==> src/rtl/irq_requester_if.sv <==
`default_nettype none
// +--------------------------------------------------------------------------+
// | irq_requester_if : source events, core clear/mask and request signals    |
// | Rev 1.0                                                                  |
// +--------------------------------------------------------------------------+
interface irq_requester_if;
  logic [29:0] src_evt;
  logic [31:0] clr;
  logic        mask_we;
  logic [31:0] mask_wdata;
  logic [31:0] irq_out;
  logic [31:0] pending;
  logic        busy;

  modport master (
    output src_evt, clr, mask_we, mask_wdata,
    input  irq_out, pending, busy
  );

  modport slave (
    input  src_evt, clr, mask_we, mask_wdata,
    output irq_out, pending, busy
  );
endinterface
`default_nettype wire

==> src/rtl/irq_requester.sv <==
`default_nettype none
// +--------------------------------------------------------------------------+
// | irq_requester : collects peripheral events, pulses them to core IRQ vector |
// | Rev 1.0                                                                  |
// +--------------------------------------------------------------------------+
module irq_requester #(
  parameter int unsigned SYNC_STAGES  = 2,
  parameter int unsigned RETRY_CYCLES = 256,
  parameter logic [31:0] LEVEL_MASK   = 32'h0
) (
  input  logic            clk,
  input  logic            rst,
  irq_requester_if.slave  bus
);

  localparam logic [31:0]        c_LINES      = 32'hFFFF_FFFC;
  localparam logic [29:0]        c_LEVEL      = LEVEL_MASK[31:2];
  localparam int unsigned        c_CNT_W      = (RETRY_CYCLES == 0) ? 1 : $clog2(RETRY_CYCLES + 1);
  localparam logic [c_CNT_W-1:0] c_RETRY_LAST = c_CNT_W'(RETRY_CYCLES - 1);
  localparam logic               c_RETRY_EN   = (RETRY_CYCLES != 0);

  typedef enum logic [1:0] {
    IDLE = 2'd0,
    SEND = 2'd1,
    WAIT = 2'd2
  } state_t;

  logic [29:0]        w_synced;
  logic [29:0]        w_det;
  logic [29:0]        r_prev;
  logic [29:0]        r_set;
  logic [31:0]        w_set;
  logic [31:0]        w_clr;
  logic [31:0]        w_new;
  logic [31:0]        w_fire;
  logic               w_retry_hit;
  logic [31:0]        r_pending;
  logic [31:0]        r_sent;
  logic [31:0]        r_mask;
  logic [31:0]        r_irq;
  logic [c_CNT_W-1:0] r_cnt;
  state_t             r_state;

  generate
    if (SYNC_STAGES == 0) begin : g_nosync
      assign w_synced = bus.src_evt;
    end else begin : g_sync
      logic [29:0] r_sync [SYNC_STAGES];
      always_ff @(posedge clk or posedge rst) begin
        if (rst) begin
          for (int i = 0; i < SYNC_STAGES; i++) r_sync[i] <= '0;
        end else begin
          r_sync[0] <= bus.src_evt;
          for (int i = 1; i < SYNC_STAGES; i++) r_sync[i] <= r_sync[i-1];
        end
      end
      assign w_synced = r_sync[SYNC_STAGES-1];
    end
  endgenerate

  // Detected set events are registered once more before reaching pending.
  assign w_det = (w_synced & ~r_prev & ~c_LEVEL) | (w_synced & c_LEVEL);

  always_ff @(posedge clk or posedge rst) begin
    if (rst) begin
      r_prev <= '0;
      r_set  <= '0;
    end else begin
      r_prev <= w_synced;
      r_set  <= w_det;
    end
  end

  assign w_set = {r_set, 2'b00};
  assign w_clr = bus.clr & c_LINES;
  assign w_new = r_pending & r_mask & ~r_sent;

  always_ff @(posedge clk or posedge rst) begin
    if (rst) begin
      r_pending <= '0;
      r_mask    <= '0;
    end else begin
      r_pending <= (r_pending & ~w_clr) | w_set;
      if (bus.mask_we) r_mask <= bus.mask_wdata & c_LINES;
    end
  end

  // New requests outrank going idle, which outranks a retry of unacked lines.
  always_comb begin
    w_fire      = '0;
    w_retry_hit = c_RETRY_EN && (r_cnt == c_RETRY_LAST);
    if (r_state == IDLE || r_state == WAIT) begin
      if (|w_new) begin
        w_fire = w_new;
      end else if (r_state == WAIT && r_sent != '0 && w_retry_hit) begin
        w_fire = r_sent;
      end
    end
  end

  always_ff @(posedge clk or posedge rst) begin
    if (rst) begin
      r_state <= IDLE;
      r_irq   <= '0;
      r_sent  <= '0;
      r_cnt   <= '0;
    end else begin
      r_irq  <= w_fire;
      r_sent <= (r_sent | w_fire) & ~w_clr;
      case (r_state)
        IDLE: begin
          if (|w_fire) r_state <= SEND;
        end
        SEND: begin
          r_state <= WAIT;
          r_cnt   <= '0;
        end
        WAIT: begin
          if (|w_fire) begin
            r_state <= SEND;
          end else if (r_sent == '0) begin
            r_state <= IDLE;
          end else if (r_cnt != '1) begin
            r_cnt <= r_cnt + 1'b1;
          end
        end
        default: r_state <= IDLE;
      endcase
    end
  end

  assign bus.irq_out = r_irq;
  assign bus.pending = r_pending;
  assign bus.busy    = (r_state != IDLE);

endmodule
`default_nettype wire

==> src/flat_wrapper.sv <==
// flat-port wrapper written by rule: the top's interface ports become plain ports
module irq_requester_flat 
#(
  parameter int unsigned SYNC_STAGES  = 2,
  parameter int unsigned RETRY_CYCLES = 256,
  parameter logic [31:0] LEVEL_MASK   = 32'h0
)
  (clk, rst, bus_src_evt, bus_clr, bus_mask_we, bus_mask_wdata, bus_irq_out, bus_pending, bus_busy);
  irq_requester_if bus_i ();
  input  logic clk;
  input  logic rst;
  input wire logic [$bits(bus_i.src_evt)-1:0] bus_src_evt;
  input wire logic [$bits(bus_i.clr)-1:0] bus_clr;
  input wire logic [$bits(bus_i.mask_we)-1:0] bus_mask_we;
  input wire logic [$bits(bus_i.mask_wdata)-1:0] bus_mask_wdata;
  output wire logic [$bits(bus_i.irq_out)-1:0] bus_irq_out;
  output wire logic [$bits(bus_i.pending)-1:0] bus_pending;
  output wire logic [$bits(bus_i.busy)-1:0] bus_busy;
  assign bus_i.src_evt = bus_src_evt;
  assign bus_i.clr = bus_clr;
  assign bus_i.mask_we = bus_mask_we;
  assign bus_i.mask_wdata = bus_mask_wdata;
  assign bus_irq_out = bus_i.irq_out;
  assign bus_pending = bus_i.pending;
  assign bus_busy = bus_i.busy;
  irq_requester #(.SYNC_STAGES(SYNC_STAGES), .RETRY_CYCLES(RETRY_CYCLES), .LEVEL_MASK(LEVEL_MASK)) u_core (.clk(clk), .rst(rst), .bus(bus_i));
endmodule
==> config.mk <==
export PLATFORM = sky130hd
export DESIGN_NAME = irq_requester_flat
export DESIGN_NICKNAME = d
export VERILOG_FILES = /design/src/rtl/irq_requester_if.sv /design/src/rtl/irq_requester.sv /design/src/flat_wrapper.sv
export SDC_FILE = /design/constraint.sdc
export NUM_CORES = 1
export LEC_CHECK = 0
export BUFFER_PORTS_ARGS = -buffer_cell sky130_fd_sc_hd__buf_4
export CORE_ASPECT_RATIO = 0.5
export CORE_MARGIN = 8
export CORE_UTILIZATION = 45
export DETAILED_ROUTE_END_ITERATION = 12
export GPL_ROUTABILITY_DRIVEN = 0
export PLACE_DENSITY = 0.67
export SLEW_MARGIN = 20
export SYNTH_ARGS = -nofsm -noshare
export SYNTH_HDL_FRONTEND = slang
export SYNTH_SLANG_ARGS = --single-unit
==> constraint.sdc <==
create_clock -name clk -period 8.23 [get_ports clk]
set_input_delay 0.4115 -clock clk [delete_from_list [all_inputs] [get_ports clk]]
set_output_delay 0.4115 -clock clk [all_outputs]
set_load 0.02 [all_outputs]
* Word level (Yosys, flattened, before mapping) *
Index checks and enable logic that the tools add are counted.

storage, ports and cells
  register bits = 257
  output and inout port bits = 65
  bits in latches = 0
  ROM bits = 0
  memory bits (writable) = 0
  memories = 0

operators by class
  add/sub/neg operators = 1
  mux-type cells = 11
  equality and inequality tests = 9
  shift operators = 0
  order comparisons = 0
  reductions and logical operators = 12
  bitwise operators = 10
  div/mod/pow operators = 0
  multipliers = 0

operators with widths
  operator                                        number
  AND 32 bit                                      4
  two-way mux 32 bit                              3
  NOT 32 bit                                      2
  OR 32 bit                                       2
  OR reduction 32 bit                             2
  zero test 32 bit                                1
  nonzero test 32 bit                             1
  AND 30 bit                                      1
  NOT 30 bit                                      1
  two-way mux 9 bit                               3
  one-hot mux 9 bit (2 select lines)              1
  adder 9 x 1 -> 9 bit (second input constant)    1
  == test 9 x 8 -> 1 bit (second input constant)  1
  inequality test 9 bit (second input constant)   1
  inequality test 2 bit (second input constant)   4
  two-way mux 2 bit                               3
  one-hot mux 2 bit (3 select lines)              1
  AND reduction 4 bit                             1
  nonzero test 2 bit                              2
  inequality test 3 bit (second input constant)   1
  == test 2 x 1 -> 1 bit (second input constant)  1
  == test 2 bit (second input constant)           1
  logical AND 1 bit                               2
  zero test 2 bit                                 1
  2 further kinds                                 2

* Logic depth before layout (Yosys ltp) *
  depth in word-level cells = 9
  depth in mapped cells = 11
  mapped depth without buffers = 10

* Worst setup path before layout *
Ideal clock, no wire load.

  path type = register to register
  start point = register u_core.r_cnt[0]
  end point = register u_core.r_cnt[5]
  period minus slack after synthesis = 2.406 ns
  setup time = 0.141 ns
  required time = 8.089 ns
  path slack = 5.824 ns
  cell stages (with the launch flop) = 12
  arrival time = 2.265 ns
  path through = dfrtp_1 ha_1 nand3_1 nor2_1 ha_1 nand2_1 nor3_1 a311oi_1 o211ai_4 clkbuf_8 o311ai_1 o311ai_1

between the ends
  longest elaborated chain between the ends = 8
  elaborated cells on any way between the ends = 15

ends and longest elaborated chain
  item                                    line                  RTL
  start: declaration                      irq_requester.sv:41   logic [c_CNT_W-1:0] r_cnt;
  start signal: assignment                irq_requester.sv:124  r_cnt <= r_cnt + 1'b1;
  == test 9 x 8 -> 1 bit                  irq_requester.sv:91   w_retry_hit = c_RETRY_EN && (r_cnt == c_RETRY_LAST);
  logical AND 1 bit                       irq_requester.sv:95   end else if (r_state == WAIT && r_sent != '0 && w_retry_hit) begin
  two-way mux 32 bit                      irq_requester.sv:95
  two-way mux 32 bit                      irq_requester.sv:93   if (|w_new) begin
  two-way mux 32 bit                      irq_requester.sv:92   if (r_state == IDLE || r_state == WAIT) begin
  OR reduction 32 bit                     irq_requester.sv:119  if (|w_fire) begin
  inequality test 2 bit (no source line)  --
  AND reduction 4 bit (no source line)    --

Parallel ways exist; a longest one is shown, timed or not. The select of a mux whose other input is x is not followed.
A chain may end at the register's enable or synchronous reset.

* Worst setup path after layout *
  start point = register u_core.r_sent[9]
  end point = register u_core.r_irq[16] (netlist: u_core.bus.irq_out[16])

between the ends
  longest elaborated chain between the ends = 6
  elaborated cells on any way between the ends = 9

ends and longest elaborated chain
  item                            line                  RTL
  start: declaration              irq_requester.sv:38   logic [31:0] r_sent;
  start signal: assignment        irq_requester.sv:109  r_sent <= (r_sent | w_fire) & ~w_clr;
  nonzero test 32 bit             irq_requester.sv:95
  logical AND 1 bit (2 in a row)  irq_requester.sv:95
  two-way mux 32 bit              irq_requester.sv:95
  two-way mux 32 bit (*)          irq_requester.sv:93
  two-way mux 32 bit (*)          irq_requester.sv:92
  via u_core.w_fire[16]           irq_requester.sv:35   logic [31:0] w_fire;
  end signal: assignment          irq_requester.sv:108  r_irq <= w_fire;
  end: declaration                irq_requester.sv:40   logic [31:0] r_irq;

Mark *: on every way through the listed nets, which the timed path passes. The rest lies on a longest branch.

==> results.json <==
{
  "syn-instance-count": 653,
  "worstSetupStartpointType": "flop",
  "crit_required_ns": 8.64,
  "cts_max_level": 1,
  "cts_buffers": 23,
  "yosys_warnings": 0,
  "wl_mm": 20.4,
  "gr-total-overflow": 0,
  "path_max_fanout": 15,
  "ys_seq_area_share_pct": 71.5,
  "multi_input_area_um2": 2290,
  "path_buf_inv": 1,
  "wl_met2_mm": 9.75,
  "slowest_delay_ns": 0.64,
  "final_cells": 1108,
  "clkPwrFrac_pct": 34.6,
  "endpoint_kind": "flop",
  "rows": 36,
  "powerDensity_nw_per_um2": 278,
  "finalHoldViolations": 0,
  "slowest_stage": "nor3_4",
  "grt_pass1_wl_mm": 32.0,
  "cts_max_path_buffers": 3,
  "wl_met3_mm": 1.08,
  "pwr-share-seq_pct": 46.8,
  "postRouteAntennaNets": 0,
  "relSlewSlack_pct": 40.5,
  "crit_family": "simple AND/OR/NAND/NOR gates",
  "start_util_pct": 45.9,
  "nets": 932,
  "antenna_found_initial": 1,
  "p_sw_share_pct": 28.7,
  "cts.sinks": 255,
  "ff_latch_area_um2": 6380,
  "p_comb_share_pct": 18.7,
  "wl_met1_mm": 9.21,
  "nFillCells": 1557,
  "grt_pass1_vias": 5645,
  "drive_gt1_share_pct": 29.8,
  "cap_violations": 0,
  "first_pass_iters": 4,
  "cts_tree": "built",
  "cts.clk_slew.worst_paths_ns": 0.07,
  "place.port_buffers": 155,
  "fin_util_pct": 57.6,
  "dr.first_iter.drc_count": 405,
  "synth.avg_cell_area_um2": 13.7,
  "critPathKind": "reg -> reg",
  "min_period_ns": 2.94,
  "syn_to_final_growth_pct": 25.5,
  "hp-class": "in -> reg",
  "worstPathArrival_ns": 3.35,
  "post-route-period-util_pct": 35.7,
  "synth_area_um2": 8930,
  "path_cells": "nand3b_1 -> o2111ai_1 -> nor4_4 -> nand3_2 -> nor3_4 -> inv_2 -> a211oi_1",
  "async_flop_share_pct": 100,
  "root_buffer": "clkbuf_16",
  "status": "completed",
  "worst_pin_slew_ns": 0.893,
  "cts_resized": 0,
  "rsz0062_at_grt": "false",
  "io_pins": 162,
  "grt_max_degree": 105,
  "vias": 5543,
  "skew_ns": 0.0182,
  "ys.flop_type": "dfrtp_1",
  "p_leak_nw": 5.45,
  "grt_usage_pct": 16.2,
  "highest_layer": "met4",
  "synth_edf_count": 0,
  "viasPerCell": 5.00,
  "synth_cell_types": 46,
  "clock_latency_ns": 0.50,
  "dp.cells": 1062,
  "die_y_um": 116,
  "die_x_um": 215,
  "power.switching_uw": 893,
  "drc_errors": 0,
  "internal_power_mw": 2.22,
  "slew_violations": 0,
  "setup_violations": 0,
  "core-area_um2": 19500,
  "finalSetupTns_ns": 0,
  "synth_seq_cells": 255,
  "vdd_drop_max_v": 0.000150,
  "dpl.hpwl_mm": 14.4,
  "clock.fmax_ghz": 0.340,
  "wire_per_inst_um": 18.4,
  "dieArea_um2": 24900
}
final timing paths:
| check | start | to | slack (ns) | depth (start not counted) |
|---|---|---|---|---|
| max in group asynchronous | rst | u_core.r_mask[16]$_DFFE_PP0P_ | 6.85 | 3 |
| min reg2reg | u_core.g_sync.r_sync[31]$_DFF_PP0_ | u_core.w_synced[1]$_DFF_PP0_ | 0.35 | 0 |
| max reg2reg | u_core.r_sent[9]$_DFF_PP0_ | u_core.bus.irq_out[16]$_DFF_PP0_ | 5.29 | 7 |
| min | bus_src_evt[2] | u_core.g_sync.r_sync[32]$_DFF_PP0_ | 0.02 | 1 |
| min in group asynchronous | rst | u_core.g_sync.r_sync[57]$_DFF_PP0_ | 0.03 | 2 |
| max | u_core.r_sent[9]$_DFF_PP0_ | u_core.bus.irq_out[16]$_DFF_PP0_ | 5.29 | 7 |
repair_timing:
action,CTS,global route
endpoints found under the hold margin,5,0
buffers inserted,0,0
hold buffers,5,0
placed cells by master (no fill, tap or decap), types with 18 or more instances in the layout:
| cell type | Yosys | layout |
|---|---|---|
| a31oi_1 | 30 | 30 |
| a21o_1 | 30 | 30 |
| nor2b_1 | 30 | 30 |
| buf_4 | 4 | 160 |
| mux2_2 | 31 | 31 |
| a21oi_1 | 22 | 22 |
| nand3b_1 | 24 | 24 |
| clkbuf_16 | 0 | 23 |
| nand3_1 | 18 | 18 |
| nand2_1 | 33 | 33 |
| dfrtp_1 | 255 | 255 |
| nor2_1 | 44 | 43 |
| inv_1 | 40 | 39 |
worst reg2reg max path: cells and delay by family (launching register included):
family | cells | cell delay (ns)
AOI/OAI and AO/OA | 2 | 0.50
DFF | 1 | 0.41
and+or+nand+nor | 4 | 1.76
buffers and inverters | 1 | 0.19
synthesized netlist by cell type (2+ instances only):
library cell	count	area share (%)
dfrtp_1	255	71
nor2_1	44	1.8
inv_1	40	1.7
nand2_1	33	1.4
mux2_2	31	3.9
a21o_1	30	2.5
a31oi_1	30	2.1
nor2b_1	30	2.1
nand3b_1	24	2.0
a21oi_1	22	1.2
nand3_1	18	1.0
clkbuf_1	11	0.46
ha_1	7	0.98
nor4_1	6	0.42
o211ai_1	6	0.50
nand2b_1	5	0.35
o221a_2	5	0.63
or2_2	5	0.35
a211oi_1	4	0.34
buf_4	4	0.34
nor3_1	4	0.22
o2111ai_1	4	0.39
o21ai_0	4	0.22
o311ai_1	4	0.39
or4_1	3	0.25
and2_1	2	0.14
clkbuf_8	2	0.31
o221ai_1	2	0.20
metal layers:
| layer | up-vias | track usage [%] |
|---|---|---|
| li1 | 2605 | - |
| met1 | 2785 | 22.5 |
| met2 | 127 | 26.3 |
| met3 | 26 | 3.20 |
| met4 | 0 | 3.29 |
| met5 | - | 0 |
per-stage QoR:
| stage | area, um2 | power (mW) | worst slack, ns | hold WS (ns) |
|---|---|---|---|---|
| final | 11200 | 3.11 | 5.29 | 0.0198 |
| after global routing | 11200 | 3.25 | 5.03 | 0.000304 |
| after CTS | 11200 | 3.14 | 4.91 | 0.00214 |
| after detailed placement | 10400 | 2.06 | 4.93 | 0.335 |
| after global placement | 10400 | 2.04 | 4.98 | 0.332 |
| after floorplan | 8930 | 1.82 | 0.805 | 0.331 |
cell families (layout without fill, tap and decap cells):
family,Yosys count,count (layout),share of synthesized area (%)
other,1,3,0.0420
flip-flops,255,255,71.5
buffers and inverters,59,246,2.94
AO/OA/AOI/OAI,117,117,9.37
AND/OR/NAND/NOR,183,183,11.3
adder cells (fa/ha/maj),7,7,0.981
multiplexers,31,31,3.91
power groups by stage:
stage | Clock, mW | Combinational, mW | Sequential, mW
floorplan | 0 | 0.314 | 1.50
global placement | 0 | 0.568 | 1.47
detailed placement | 0 | 0.578 | 1.48
CTS | 1.10 | 0.583 | 1.45
global route | 1.15 | 0.628 | 1.47
finish | 1.08 | 0.581 | 1.45
state kept, by name (all words and copies together) (netlist names):
| register | flops |
|---|---|
| u_core.r_state | 2 |
| u_core.r_prev | 30 |
| u_core.r_cnt | 9 |
| u_core.r_sent | 32 |
| u_core.bus.pending | 30 |
| u_core.r_mask | 30 |
| u_core.bus.irq_out | 32 |
| u_core.r_set | 30 |
| u_core.g_sync.r_sync | 30 |
| u_core.w_synced | 30 |
final cells by class:
type	instances	area share (%)
repair buffers	167	11.5
well taps	266	2.97
multi-input cells	340	20.5
clock inverters	11	1.19
clock buffers	27	5.45
flip-flops and latches	255	56.9
diodes	1	0.0223
inverters	41	1.44
Note: power is estimated with default switching activity, not from simulation.
